==> config.mk <==
export PLATFORM = sky130hd
export DESIGN_NAME = ifetch_unit
export DESIGN_NICKNAME = d
export VERILOG_FILES = /design/src/rtl/ifetch_unit_pkg.sv /design/src/rtl/ifetch_unit_npc_calc.sv /design/src/rtl/ifetch_unit.sv
export SDC_FILE = /design/constraint.sdc
export NUM_CORES = 1
export LEC_CHECK = 0
export CORE_MARGIN = 4
export CORE_UTILIZATION = 50
export DETAILED_ROUTE_END_ITERATION = 12
export PLACE_DENSITY = 0.95
export SLEW_MARGIN = 20
export SYNTH_ARGS = -nofsm -noshare
export SYNTH_HDL_FRONTEND = slang
export SYNTH_SLANG_ARGS = --single-unit
export TNS_END_PERCENT = 1
==> constraint.sdc <==
create_clock -name clk -period 10.8 [get_ports clk]
set_input_delay 2.16 -clock clk [delete_from_list [all_inputs] [get_ports clk]]
set_output_delay 2.16 -clock clk [all_outputs]
set_load 0.02 [all_outputs]
==> src/rtl/ifetch_unit_pkg.sv <==
// Shared definitions for the instruction-fetch stage: next-PC select codes
// and the branch-offset helper.
package ifetch_unit_pkg;

    typedef enum logic [1:0] {
        PC_MUX_SEL_NEWPC  = 2'b00,
        PC_MUX_SEL_BRANCH = 2'b01,
        PC_MUX_SEL_JUMP   = 2'b10,
        PC_MUX_SEL_JR     = 2'b11
    } pc_sel_e;

    // Word offset from a 16-bit immediate: sign-extend, then scale by 4.
    function automatic logic [31:0] br_offset(input logic [15:0] imm);
        return {{14{imm[15]}}, imm, 2'b00};
    endfunction

endpackage

==> src/rtl/ifetch_unit_npc_calc.sv <==
// Combinational next-PC computation from the decoder's select code.
// Only instr[25:0] is needed: branch immediates and jump indices live there.
module ifetch_unit_npc_calc
    import ifetch_unit_pkg::*;
(
    input  logic [31:0] pc,
    input  logic [25:0] instr_idx,
    input  logic [1:0]  pc_sel,
    input  logic        br_taken,
    input  logic [31:0] jr_target,
    output logic [31:0] next_pc,
    output logic        misaligned
);

    logic [31:0] pc_plus4;

    assign pc_plus4 = pc + 32'd4;

    always_comb begin
        next_pc = pc_plus4;
        case (pc_sel_e'(pc_sel))
            PC_MUX_SEL_NEWPC:  next_pc = pc_plus4;
            PC_MUX_SEL_BRANCH: next_pc = br_taken ? pc_plus4 + br_offset(instr_idx[15:0]) : pc_plus4;
            PC_MUX_SEL_JUMP:   next_pc = {pc_plus4[31:28], instr_idx, 2'b00};
            PC_MUX_SEL_JR:     next_pc = jr_target;
            default:           next_pc = pc_plus4;
        endcase
    end

    assign misaligned = (next_pc[1:0] != 2'b00);

endmodule

==> src/rtl/ifetch_unit.sv <==
// Instruction-fetch stage: holds the PC, fetches over req/gnt, issues one
// instruction at a time and updates the PC when execute completes.
module ifetch_unit
    import ifetch_unit_pkg::*;
#(
    parameter logic [31:0] RESET_PC = 32'h0000_0000,
    parameter int unsigned CNT_W    = 32
) (
    input  logic             clk,
    input  logic             rst,
    output logic             imem_req,
    output logic [31:0]      imem_addr,
    input  logic             imem_gnt,
    input  logic [31:0]      imem_rdata,
    output logic [31:0]      instr,
    output logic [5:0]       opcode,
    output logic [5:0]       func,
    output logic             instr_valid,
    output logic [31:0]      pc,
    output logic [31:0]      pc_plus4,
    input  logic             ex_done,
    input  logic [1:0]       pc_sel,
    input  logic             br_taken,
    input  logic [31:0]      jr_target,
    output logic             addr_err,
    output logic [CNT_W-1:0] instr_count
);

    typedef enum logic [1:0] {
        S_IDLE,
        S_FETCH,
        S_ISSUE,
        S_HALT
    } state_e;

    state_e           state_q, state_d;
    logic [31:0]      pc_q, pc_d;
    logic [31:0]      instr_q, instr_d;
    logic             instr_valid_q, instr_valid_d;
    logic             imem_req_q, imem_req_d;
    logic             addr_err_q, addr_err_d;
    logic [CNT_W-1:0] count_q, count_d;

    logic [31:0]      next_pc;
    logic             misaligned;

    ifetch_unit_npc_calc u_npc_calc (
        .pc         (pc_q),
        .instr_idx  (instr_q[25:0]),
        .pc_sel     (pc_sel),
        .br_taken   (br_taken),
        .jr_target  (jr_target),
        .next_pc    (next_pc),
        .misaligned (misaligned)
    );

    // imem_req and instr_valid are registered: they are set on the edge
    // that enters FETCH/ISSUE rather than decoded from state_q.
    always_comb begin
        state_d       = state_q;
        pc_d          = pc_q;
        instr_d       = instr_q;
        instr_valid_d = instr_valid_q;
        imem_req_d    = imem_req_q;
        addr_err_d    = addr_err_q;
        count_d       = count_q;
        case (state_q)
            S_IDLE: begin
                state_d    = S_FETCH;
                imem_req_d = 1'b1;
            end
            S_FETCH: begin
                if (imem_gnt) begin
                    instr_d       = imem_rdata;
                    imem_req_d    = 1'b0;
                    instr_valid_d = 1'b1;
                    state_d       = S_ISSUE;
                end
            end
            S_ISSUE: begin
                if (ex_done) begin
                    count_d       = count_q + CNT_W'(1);
                    instr_valid_d = 1'b0;
                    if (misaligned) begin
                        addr_err_d = 1'b1;
                        state_d    = S_HALT;
                    end else begin
                        pc_d       = next_pc;
                        imem_req_d = 1'b1;
                        state_d    = S_FETCH;
                    end
                end
            end
            S_HALT: begin
                imem_req_d    = 1'b0;
                instr_valid_d = 1'b0;
            end
            default: state_d = S_IDLE;
        endcase
    end

    always_ff @(posedge clk) begin
        if (rst) begin
            state_q       <= S_IDLE;
            pc_q          <= RESET_PC;
            instr_q       <= '0;
            instr_valid_q <= 1'b0;
            imem_req_q    <= 1'b0;
            addr_err_q    <= 1'b0;
            count_q       <= '0;
        end else begin
            state_q       <= state_d;
            pc_q          <= pc_d;
            instr_q       <= instr_d;
            instr_valid_q <= instr_valid_d;
            imem_req_q    <= imem_req_d;
            addr_err_q    <= addr_err_d;
            count_q       <= count_d;
        end
    end

    assign imem_req    = imem_req_q;
    assign imem_addr   = pc_q;
    assign instr       = instr_q;
    assign opcode      = instr_q[31:26];
    assign func        = instr_q[5:0];
    assign instr_valid = instr_valid_q;
    assign pc          = pc_q;
    assign pc_plus4    = pc_q + 32'd4;
    assign addr_err    = addr_err_q;
    assign instr_count = count_q;

endmodule

# Yosys cells after proc, flatten, opt, wreduce, memory -nomap -nowiden
# Index checks and enable logic that the tools add are counted.
# op_classes
add_sub_neg	3
n_mul	0
div_mod_pow	0
magnitude_cmp	0
eq_ne	9
n_shift	0
muxes	13
bitwise	1
n_reduce_logical	12
# ops
operator	n
$pmux 32 s4	1
$add 32x1->32 const B	1
$add 32x3->32 const B	1
$add 32x32->32	1
$mux 32	1
$reduce_and 3->1	5
$eq 2x2->1 const B	4
$mux 2	3
$ne 2x2->1 const B	3
$pmux 2 s3	1
$reduce_bool 3->1	2
$mux 1	5
$eq 2x1->1 const B	2
$logic_not 2->1	2
$pmux 1 s4	1
$reduce_and 2->1	2
$pmux 1 s3	1
$reduce_bool 2->1	1
$not 1->1	1
# totals
ff_bits	101
latch_bits	0
ram_bits	0
romBits	0
inputBits	71
output_inout_bits	175
elab_cells	45
memories	0

# Logic depth before layout (Yosys ltp)
# Gate-level depths: netlist of the first run.
# depth
depth_word	8
mapped_depth	17
mapped_depth_nobuf	15

# By module
# From an unflattened synthesis of the first run, not the netlist that was laid out.
# hier_totals
hier_cells	1085
hier_area_um2	8110.3
# by_module_without_submodules
mod	instances	cells_per_inst	area_per_inst_um2	seq_area_each_um2
ifetch_unit	1	614	4842.1	2021.9
ifetch_unit_npc_calc	1	471	3268.1	0.0

# Least setup slack after synthesis of the first run
# No wires, ideal clock.
# synth_timing
path_kind	register to output
start	register pc_q[4] (netlist: imem_addr[4])
end	output port pc_plus4[29]
arrival_time_ns	2.161
t_required_ns	8.640
slack_ns	6.479
path_stages_with_launch	9
n_path_buf	2
cell_sequence	dfxtp_1 -> and4_1 -> and3_1 -> buf_4 -> and3_1 -> buf_2 -> and2_1 -> nand3_1 -> xnor2_1
# synth_via
elab_chain_len	1
# synth_lines
item	line_no	rtl
start, declared	ifetch_unit.sv:37	logic [31:0] pc_q, pc_d;
start signal, assigned	ifetch_unit.sv:113	pc_q <= pc_d;
$add 32x3->32	ifetch_unit.sv:129	assign pc_plus4 = pc_q + 32'd4;
end, declared	ifetch_unit.sv:20	output logic [31:0] pc_plus4,
# No other way between the ends.

# Final worst setup path of the first run
# Ends and elaborated chain as after synthesis.

==> reports/summary.log, run 1 <==
qor: status.run_status complete, no violations
qor: logic_synthesis.avgSynthCellArea 7.68 µm²
qor: flow_run.maxCapViolations 0
qor: clock_tree.post_cts_buffers 0
qor: worst_setup_path.critPathLaunchType flop
qor: layout.final_layout_net_count 1,210
qor: logic_synthesis.post_synth_fa_ha_maj_area_fraction 7.32%
qor: routing.antenna_violating_nets_post_route 0
qor: layout.area.growth.synth_to_final 35.0%
qor: logic_synthesis.ys_seq_elements 101
qor: logic_synthesis.syn_nets 1,038
qor: global_route.grt_pass1_wl 36,500 µm
qor: die.core-area 13,900 µm²
qor: timing.finalSetupTns 0 ps
qor: clock_tree.clock_insertion_delay_worst_skew 360 ps
qor: timing.timing.final.crit_share 50.9%
qor: power_and_ir_drop.vdd.ir_drop.worst 0.0845 mV
qor: placement.numPortBuffers 245
qor: logic_synthesis.netlist_instances 926
qor: logic_synthesis.combinational_family_with_the_most_area_after_synthesis simple AND/OR/NAND/NOR gates
qor: power_and_ir_drop.p_sw 291 µW
qor: clock_tree.cts_tree done
qor: routing.num_vias 7,491
qor: clock_tree.cts_hold_repair.buffers 0
qor: power_and_ir_drop.clkPwrFrac 36.8%
qor: timing.final_max_slew_viol_count 0
qor: routing.viasPerCell 5.84
qor: global_route.grt_start_max_net_pins 103
qor: power_and_ir_drop.p_int 668 µW
qor: clock_tree.cts_resized 0
qor: die.floorplan.initialDensity 51.2%
qor: global_route.first_global_vias 7,196
qor: global_route.antenna_violations_before_repair 0
qor: layout.post-route-util 69.1%
qor: power_and_ir_drop.finalPower 959 µW
qor: logic_synthesis.synthTopCellsByArea sky130_fd_sc_hd__dfxtp_1 (28%), sky130_fd_sc_hd__nand2_1 (7.1%), sky130_fd_sc_hd__ha_1 (7.0%)
qor: logic_synthesis.post-synth-top-area-cell sky130_fd_sc_hd__dfxtp_1
qor: worst_setup_path.timing.critical_path.required 8640 ps
qor: power_and_ir_drop.leakage 3.65 nW
qor: logic_synthesis.synth_top_cell_area_share 28.4%
qor: worst_setup_path.critPathArrivalTime 3330 ps
qor: die.boundary_pins 246
qor: layout.layout.cells.most_common sky130_fd_sc_hd__clkdlybuf4s50_1
qor: timing.finalClockSkew 8.87 ps
qor: logic_synthesis.post_synth_mux_area_share 4.19%
qor: routing.first_pass_iters 8
qor: timing.worst_slew_margin_rel 26.7%
qor: routing.drcViolationCount 0
qor: worst_setup_path.path_max_fanout 10
qor: hold_path.hold_class reg2reg
qor: power_and_ir_drop.swShare 30.4%
qor: logic_synthesis.yosys_most_used_dff sky130_fd_sc_hd__dfxtp_1
qor: die.die_h 127 µm
qor: power_and_ir_drop.power.sequential.fraction 41.8%
qor: placement.place_congestion 0.946
qor: routing.first_drt_iteration_drcs 821
qor: layout.antenna_cells 0
qor: logic_synthesis.synthesis.area 7110 µm²
qor: layout.most-common-layout-cells sky130_fd_sc_hd__clkdlybuf4s50_1 (242), sky130_fd_sc_hd__nand2_1 (135), sky130_fd_sc_hd__dfxtp_1 (101), sky130_fd_sc_hd__a21oi_1 (94), sky130_fd_sc_hd__nor2_1 (84)
qor: logic_synthesis.synth_xor_xnor_area_share 9.59%
qor: logic_synthesis.ys_types 67
qor: die.die_x 127 µm
qor: clock_tree.ctsHtreeMaxLevel 3
qor: clock_tree.clock_pin_transition_on_the_worst_setup_and_hold_timing_paths 70 ps
qor: logic_synthesis.synth_simple_gate_area_share 23.4%
qor: logic_synthesis.synth.yosys.warnings 0
qor: placement.detailed_place_hpwl 17,000 µm
qor: power_and_ir_drop.power.density_cell_area 99.9 nW/µm²
qor: clock_tree.clk_root_buffer_cell sky130_fd_sc_hd__clkbuf_16
qor: die.design.die.area 16,200 µm²
qor: timing.worstMarginPinSlew 1100 ps
qor: clock_tree.numClockSinks 101
qor: routing.wl 23,400 µm
qor: timing.hold_violations 0
qor: timing.min_period 5490 ps
qor: worst_setup_path.critical_path_class reg2out
qor: logic_synthesis.synth_compound_area_share 18.4%
qor: layout.layout-drive-gt1-share 3.90%
qor: timing.timing.final.setup_violations 0
qor: worst_setup_path.worst_setup_path_end_kind primary output
qor: global_route.grt.total_usage 27.7%
qor: timing.peak_clock_frequency_supported_by_timing 182 MHz
qor: die.core.rowCount 43
qor: timing.rsz0062_at_grt false
qor: logic_synthesis.synth-edff-count 0
qor: logic_synthesis.yosysSeqAreaShare 28.4%
qor: routing.wl_per_cell 18.2 µm
qor: clock_tree.max-clock-path-buffers 2
qor: clock_tree.cts-buffers-inserted 9
qor: power_and_ir_drop.power_frac_comb 21.4%
qor: global_route.globalRoute.totalOverflow 0
qor: logic_synthesis.fraction_of_registers_with_async_set_or_reset_after_synthesis 0%
per-stage QoR:
step / worst slack, ps / instances / hold WS [ps] / cell area [µm²]
floorplan: 6480 / 926 / 498 / 7110
global placement: 5870 / 1267 / 457 / 9280
detailed placement: 5770 / 1267 / 462 / 9280
CTS: 5350 / 1283 / 473 / 9600
global route: 5100 / 1283 / 487 / 9600
finish: 5310 / 1283 / 475 / 9600
critical path: stages, from the launching register on:
cell                              delay, ps
sky130_fd_sc_hd__dfxtp_1                530
sky130_fd_sc_hd__and4_1                 300
sky130_fd_sc_hd__and3_1                 350
sky130_fd_sc_hd__and3_1                 460
sky130_fd_sc_hd__and2_1                 290
sky130_fd_sc_hd__nand3_1                130
sky130_fd_sc_hd__xnor2_1                260
sky130_fd_sc_hd__clkdlybuf4s50_1        660
worst paths after layout:
| check | from | endpoint | slack [ps] | cells after the start |
|---|---|---|---|---|
| worst max-delay path | imem_addr[4] | pc_plus4[29] | 5310 | 7 |
| worst min-delay path | instr[24] | instr[24] | 480 | 2 |
| worst max register to register | imem_addr[4] | imem_addr[27] | 6440 | 13 |
| worst min register to register | instr[24] | instr[24] | 480 | 2 |
sequential cells by signal, indices dropped and copies added, names as in the netlist:
name and flops:
imem_addr 32, instr 32, imem_req 1, instr_count 32
addr_err 1, state_q 2, instr_valid 1
cells by family (layout without fill, tap and decap cells):
group,count (synthesis),after routing
adders and majority gates,41,41
DFF,101,101
AOI/OAI and AO/OA,209,209
muxes,29,29
buffers and inverters,110,287
xor gates and xnor gates,77,77
and+or+nand+nor,359,359
power groups by stage:
stage / sequential [mW] / clock [mW] / combinational (mW)
floorplan: 0.422 / 0 / 0.105
global placement: 0.409 / 0 / 0.199
detailed placement: 0.410 / 0 / 0.203
CTS: 0.401 / 0.355 / 0.204
global route: 0.403 / 0.370 / 0.220
finish: 0.401 / 0.353 / 0.205
area by class of cell:
class	count	area [µm²]
multi-input combinational	715	4470
fill	1072	4280
timing repair buffer	251	2480
sequential	101	2020
clock buffer	10	239
tap	180	225
clock inverter	6	77.6
inverter	20	75.1
synthesized netlist by cell type, types with 15 or more instances:
master                     instances
sky130_fd_sc_hd__dfxtp_1         101
sky130_fd_sc_hd__a211oi_1         18
sky130_fd_sc_hd__a21oi_1          94
sky130_fd_sc_hd__nand2_1         135
sky130_fd_sc_hd__nand3_1          39
sky130_fd_sc_hd__nand4_1          15
sky130_fd_sc_hd__ha_1             40
sky130_fd_sc_hd__mux2i_1          23
sky130_fd_sc_hd__o21ai_0          25
sky130_fd_sc_hd__xnor2_1          41
sky130_fd_sc_hd__clkbuf_1         32
sky130_fd_sc_hd__inv_1            20
sky130_fd_sc_hd__xor2_1           35
sky130_fd_sc_hd__nor3_1           20
sky130_fd_sc_hd__nor2_1           85
sky130_fd_sc_hd__buf_4            48
metal layers:
layer / routed length, µm / up-vias / global-route usage (%)
met4: 658 / 0 / 11.9
met3: 1840 / 54 / 5.48
met1: 9420 / 3515 / 34.2
met5: 0 / - / 0
li1: - / 3569 / -
met2: 11500 / 353 / 46.9
No activity file was read; power rests on OpenSTA's default activity.
==> run 2, diff against run 1 <==
--- a/config.mk
+++ b/config.mk
@@ -6,9 +6,9 @@
 export NUM_CORES = 1
 export LEC_CHECK = 0
 export CORE_MARGIN = 4
-export CORE_UTILIZATION = 50
+export CORE_UTILIZATION = 47
 export DETAILED_ROUTE_END_ITERATION = 12
-export PLACE_DENSITY = 0.95
+export PLACE_DENSITY = 0.94
 export SLEW_MARGIN = 20
 export SYNTH_ARGS = -nofsm -noshare
 export SYNTH_HDL_FRONTEND = slang
==> constraint.sdc (replaced) <==
create_clock -name clk -period 5.3 [get_ports clk]
set_input_delay 1.06 -clock clk [delete_from_list [all_inputs] [get_ports clk]]
set_output_delay 1.06 -clock clk [all_outputs]
set_load 0.02 [all_outputs]
==> run 2 against run 1 <==
  * Sequential power grew 100%
  * Via count up 0.65%
  * Count of clock-buffer cells in the layout did not move
  * Sequential share of layout area is 0.082 points lower
  * Non-clock buffer count increased by 1
  * Combinational power increased by 100%
  * Final cell count increased by 0.39%
  * Critical path depth did not move
  * Largest power group unchanged
==> reports/summary.log, run 2 (synthesis results as in run 1) <==
qor: worst_setup_path.ff2ff_path_depth 14
qor: clock_tree.cts-buffers-inserted 9
qor: timing.min_period 4350 ps
qor: die.core.rowCount 44
qor: timing.finalSetupTns 0 ps
qor: worst_setup_path.critPathLaunchType flop
qor: layout.area_of_the_multi_input_gates 4480 µm²
qor: global_route.grt.total_usage 26.5%
qor: timing.timing.final.setup_violations 0
qor: power_and_ir_drop.vdd.ir_drop.worst 0.155 mV
qor: timing.worst_slew_margin_rel 32.9%
qor: placement.place_inst 1,272
qor: routing.wl 23,500 µm
qor: layout.antenna_cells 0
qor: clock_tree.post_cts_buffers 0
qor: die.die_h 131 µm
qor: routing.first_pass_iters 7
qor: layout.area.growth.synth_to_final 35.5%
qor: hold_path.hp-start instr[26]
qor: clock_tree.cts_hold_repair.buffers 0
qor: global_route.grt_pass1_wl 36,000 µm
qor: clock_tree.numClockSinks 101
qor: worst_setup_path.critPathArrivalTime 3290 ps
qor: power_and_ir_drop.power.density_cell_area 208 nW/µm²
qor: layout.most-common-layout-cells sky130_fd_sc_hd__clkdlybuf4s50_1 (242), sky130_fd_sc_hd__nand2_1 (134), sky130_fd_sc_hd__dfxtp_1 (101), sky130_fd_sc_hd__a21oi_1 (94), sky130_fd_sc_hd__nor2_1 (84)
qor: timing.timing.final.crit_share 82.1%
qor: hold_path.worstHoldPathCells 2
qor: die.die_x 131 µm
qor: die.boundary_pins 246
qor: placement.detailed_place.area 9300 µm²
qor: routing.antenna_violating_nets_post_route 0
qor: global_route.grt_start_max_net_pins 53
qor: timing.worstMarginPinSlew 1010 ps
qor: clock_tree.clock_pin_transition_on_the_worst_setup_and_hold_timing_paths 70 ps
qor: worst_setup_path.critPathLaunch imem_addr[4]
qor: clock_tree.clk_root_buffer_cell sky130_fd_sc_hd__clkbuf_16
qor: placement.detailed_place_hpwl 17,400 µm
qor: timing.peak_clock_frequency_supported_by_timing 230 MHz
qor: hold_path.worstHoldEndpoint instr[26]
qor: timing.final_max_slew_viol_count 0
qor: clock_tree.cts_resized 0
qor: die.floorplan.initialDensity 48.4%
qor: worst_setup_path.worst_setup_path_end_kind primary output
qor: routing.drcViolationCount 0
qor: worst_setup_path.reg2reg_slack 1070 ps
qor: status.run_status complete, no violations
qor: timing.hold_violations 0
qor: global_route.globalRoute.totalOverflow 0
qor: flow_run.maxCapViolations 0
qor: layout.layout-drive-gt1-share 4.08%
qor: power_and_ir_drop.leakage 3.67 nW
qor: die.core-area 14,700 µm²
qor: routing.num_vias 7,540
qor: worst_setup_path.crit-reg2reg-capture imem_addr[30]
qor: hold_path.hold_class reg2reg
qor: global_route.first_global_vias 7,089
qor: worst_setup_path.startpoint_of_the_worst_register_to_register_path imem_addr[4]
qor: worst_setup_path.path_max_fanout 10
qor: worst_setup_path.critical_path_class reg2out
qor: placement.place_congestion 0.977
qor: die.design.die.area 17,200 µm²
qor: clock_tree.clock_insertion_delay_worst_skew 370 ps
qor: global_route.antenna_violations_before_repair 0
qor: routing.viasPerCell 5.85
qor: timing.rsz0062_at_grt false
qor: clock_tree.max-clock-path-buffers 2
qor: timing.hold_slack 470 ps
qor: clock_tree.cts_tree done
qor: layout.stdcell_area 9640 µm²
qor: clock_tree.ctsHtreeMaxLevel 3
qor: layout.finish.cell_count_without_fillers 1,288
qor: layout.seq_area 2020 µm²
qor: timing.finalClockSkew 12.6 ps
qor: placement.numPortBuffers 245
qor: layout.filler_cell_count 1,207
qor: routing.first_drt_iteration_drcs 650
qor: worst_setup_path.timing.critical_path.required 4240 ps
qor: routing.wl_per_cell 18.3 µm
qor: layout.layout.cells.most_common sky130_fd_sc_hd__clkdlybuf4s50_1
qor: layout.final_layout_net_count 1,211
## run 2: layout make-up
cell class | count | area share (%)
sequential | 101 | 21.0
tap | 184 | 2.39
clock buffer | 10 | 2.48
timing repair buffer | 252 | 25.9
multi-input combinational | 715 | 46.5
clock inverter | 6 | 1.04
inverter | 20 | 0.779
## run 2: worst max path at each step
stage	endpoint	cells after the start
final	pc_plus4[29]	7
after global routing	pc_plus4[29]	7
after CTS	pc_plus4[29]	7
after detailed placement	imem_addr[30]	14
after global placement	imem_addr[30]	14
after floorplan	imem_addr[30]	16
## run 2: where the power goes
group	internal [mW]	leakage (nW)	switching, mW
Sequential	0.786	0.817	0.0359
Clock	0.437	0.168	0.330
Combinational	0.186	2.69	0.227
## run 2: metal layers
metal | GRT usage, % | share of wire [%]
met3 | 5.61 | 7.5
met1 | 31.3 | 40
met2 | 45.7 | 49
met4 | 12.2 | 3.9
met5 | 0 | 0
## run 2: worst max-delay path: stages, from the launching register on
cell,delay [ps]
sky130_fd_sc_hd__dfxtp_1,480
sky130_fd_sc_hd__and4_1,290
sky130_fd_sc_hd__and3_1,380
sky130_fd_sc_hd__and3_1,470
sky130_fd_sc_hd__and2_1,260
sky130_fd_sc_hd__nand3_1,110
sky130_fd_sc_hd__xnor2_1,270
sky130_fd_sc_hd__clkdlybuf4s50_1,660
## run 2: per-stage QoR
step / total power [mW] / setup WS [ps] / utilization (%)
6_report: 2.00 / 947 / 65.6
5_1_grt: 2.07 / 800 / 65.6
4_1_cts: 2.01 / 977 / 65.6
3_5_place_dp: 1.25 / 1160 / 63.2
3_3_place_gp: 1.24 / 1260 / 63.2
2_1_floorplan: 1.08 / 1380 / -
==> run 3, diff against run 2 <==
--- a/config.mk
+++ b/config.mk
@@ -6,9 +6,9 @@
 export NUM_CORES = 1
 export LEC_CHECK = 0
 export CORE_MARGIN = 4
-export CORE_UTILIZATION = 47
+export CORE_UTILIZATION = 42
 export DETAILED_ROUTE_END_ITERATION = 12
-export PLACE_DENSITY = 0.94
+export PLACE_DENSITY = 0.89
 export SLEW_MARGIN = 20
 export SYNTH_ARGS = -nofsm -noshare
 export SYNTH_HDL_FRONTEND = slang
==> constraint.sdc (replaced) <==
create_clock -name clk -period 3.53 [get_ports clk]
set_input_delay 0.706 -clock clk [delete_from_list [all_inputs] [get_ports clk]]
set_output_delay 0.706 -clock clk [all_outputs]
set_load 0.02 [all_outputs]
==> run 3 against run 2 <==
  * Setup slack worse by 940 ps
  * Hold slack worse by 0.71 ps
  * Register-to-register slack lost 1000 ps
  * Non-clock buffer count is 73 higher
  * Critical path depth is 1 lower
  * Cell area up 7.6%
  * Clock power increased by 32%
  * Total power rose by 45%
  * Sequential share of layout area is 1.4 points lower
  * Die area increased by 11%
  * Critical endpoint is now pc_plus4[31]
==> reports/summary.log, run 3 (synthesis results as in run 1) <==
qor: status.run_status complete, no violations
qor: clock_tree.clock_insertion_delay_worst_skew 370 ps
qor: die.floorplan.initialDensity 42.9%
qor: clock_tree.clock_pin_transition_on_the_worst_setup_and_hold_timing_paths 80 ps
qor: placement.detailed_place_hpwl 18,200 µm
qor: flow_run.maxCapViolations 0
qor: timing.timing.final.setup_violations 0
qor: worst_setup_path.critPathArrivalTime 2810 ps
qor: layout.filler_cell_count 1,441
qor: die.boundary_pins 246
qor: power_and_ir_drop.power.density_cell_area 281 nW/µm²
qor: global_route.global_route.peak_usage_layer met2
qor: placement.numPortBuffers 245
qor: global_route.global_route_met2_utilization 41.1%
qor: layout.layout.cells.most_common sky130_fd_sc_hd__clkdlybuf4s50_1
qor: timing.rsz0062_at_grt true
qor: routing.wl_per_cell 17.5 µm
qor: layout.stdcell_area 10,400 µm²
qor: layout.seq_area 2030 µm²
qor: clock_tree.clk_root_buffer_cell sky130_fd_sc_hd__clkbuf_16
qor: clock_tree.ctsHtreeMaxLevel 3
qor: layout.post-route-util 62.5%
qor: clock_tree.cts-buffers-inserted 9
qor: die.design.die.area 19,100 µm²
qor: layout.final_layout_net_count 1,284
qor: timing.finalClockSkew 10.9 ps
qor: global_route.grt_pass1_wl 38,700 µm
qor: global_route.first_global_vias 7,479
qor: die.die_h 138 µm
qor: clock_tree.max-clock-path-buffers 2
qor: timing.hold_slack 469 ps
qor: global_route.groute.layer.met1.usage 30.2%
qor: timing.worst_slew_margin_rel 52.6%
qor: worst_setup_path.path_max_fanout 6
qor: routing.num_vias 7,759
qor: clock_tree.cts_tree done
qor: worst_setup_path.timing.critical_path.required 2820 ps
qor: timing.min_period 3520 ps
qor: die.core.rowCount 47
qor: routing.first_pass_iters 5
qor: global_route.antenna_violations_before_repair 1
qor: worst_setup_path.critical_path_class reg2out
qor: global_route.gr-usage-met3 5.63%
qor: global_route.globalRoute.totalOverflow 0
qor: power_and_ir_drop.vdd.ir_drop.worst 0.216 mV
qor: routing.first_drt_iteration_drcs 649
qor: layout.area.growth.synth_to_final 45.7%
qor: routing.drcViolationCount 0
qor: timing.peak_clock_frequency_supported_by_timing 284 MHz
qor: timing.hold_violations 0
qor: power_and_ir_drop.leakage 4.15 nW
qor: routing.viasPerCell 5.55
qor: die.die_x 138 µm
qor: timing.timing.final.crit_share 99.7%
qor: timing.worstMarginPinSlew 709 ps
qor: layout.area_of_the_multi_input_gates 4640 µm²
qor: worst_setup_path.worst_setup_path_end_kind primary output
qor: placement.place_congestion 0.943
qor: timing.final_max_slew_viol_count 0
qor: routing.antenna_violating_nets_post_route 0
qor: worst_setup_path.critPathLaunchType flop
qor: routing.wl 24,400 µm
qor: global_route.grt.total_usage 24.4%
qor: layout.most-common-layout-cells sky130_fd_sc_hd__clkdlybuf4s50_1 (239), sky130_fd_sc_hd__nand2_1 (134), sky130_fd_sc_hd__dfxtp_1 (97), sky130_fd_sc_hd__a21oi_1 (91), sky130_fd_sc_hd__nor2_1 (84)
qor: global_route.grt_start_max_net_pins 53
qor: layout.layout-drive-gt1-share 12.8%
qor: clock_tree.numClockSinks 101
qor: die.core-area 16,600 µm²
qor: hold_path.hold_class reg2reg
qor: placement.detailed_place.area 9930 µm²
## run 3: cell types whose count changed in the layout (fill, tap and decap cells not counted), moves of 3 or more
cell and change:
sky130_fd_sc_hd__dfxtp_2 +4, sky130_fd_sc_hd__xnor2_1 -10, sky130_fd_sc_hd__dfxtp_1 -4, sky130_fd_sc_hd__and3_1 -4, sky130_fd_sc_hd__ha_2 +4, sky130_fd_sc_hd__clkdlybuf4s50_1 -3, sky130_fd_sc_hd__buf_4 +72, sky130_fd_sc_hd__a21oi_2 +3
sky130_fd_sc_hd__a21oi_1 -3, sky130_fd_sc_hd__ha_1 -6, sky130_fd_sc_hd__xnor2_2 +10
## run 3: final timing paths
| path | from | to | slack, ps | depth (start not counted) |
|---|---|---|---|---|
| setup / recovery | imem_addr[18] | pc_plus4[31] | 9 | 6 |
| hold / removal | instr[31] | instr[31] | 470 | 2 |
| setup reg to reg | imem_addr[7] | imem_addr[27] | 30 | 14 |
| hold reg to reg | instr[31] | instr[31] | 470 | 2 |
## run 3: critical path, stage by stage (launching register included)
cell                              delay, ps
sky130_fd_sc_hd__dfxtp_1                340
sky130_fd_sc_hd__and4_1                 250
sky130_fd_sc_hd__and4_1                 370
sky130_fd_sc_hd__and4_1                 300
sky130_fd_sc_hd__nand4_1                210
sky130_fd_sc_hd__xnor2_2                330
sky130_fd_sc_hd__clkdlybuf4s50_1        670
## run 3: repair_timing
item | in CTS | in global routing
resized for setup | 5 | 25
pin swaps | 1 | 10
hold buffers | 0 | 0
setup endpoints to repair | 11 | 17
buffers inserted | 0 | 3
## run 3: power by group
part	internal, mW	switching (mW)
sequential	1.18	0.0463
combinational	0.311	0.361
clock	0.498	0.516
## run 3: final cells by class
| class | count | share of cell area (%) |
|---|---|---|
| Antenna cell | 1 | 0.0241 |
| Clock buffer | 9 | 2.17 |
| Clock inverter | 7 | 0.652 |
| Inverter | 20 | 0.724 |
| Multi-Input combinational cell | 715 | 44.8 |
| Sequential cell | 101 | 19.6 |
| Tap cell | 220 | 2.66 |
| Timing Repair Buffer | 325 | 29.5 |
## run 3: per-layer routing
layer  wire [µm]  part of all wire, %  up-vias
met5           0                    0        -
met4         852                  3.5        0
met3        1820                  7.5       66
met2       11700                   48      331
met1       10100                   41     3645
li1            -                    -     3717
## run 3: per-stage QoR
step | instances | setup TNS (ps) | total power [mW] | setup slack (ps)
after CTS | 1394 | -11.9 | 2.92 | -11.9
after global routing | 1398 | -550 | 3.04 | -129
after detailed placement | 1378 | -390 | 1.91 | -225
final | 1398 | 0 | 2.91 | 9.14
after floorplan | 926 | -151 | 1.62 | -117
after global placement | 1378 | -138 | 1.90 | -138
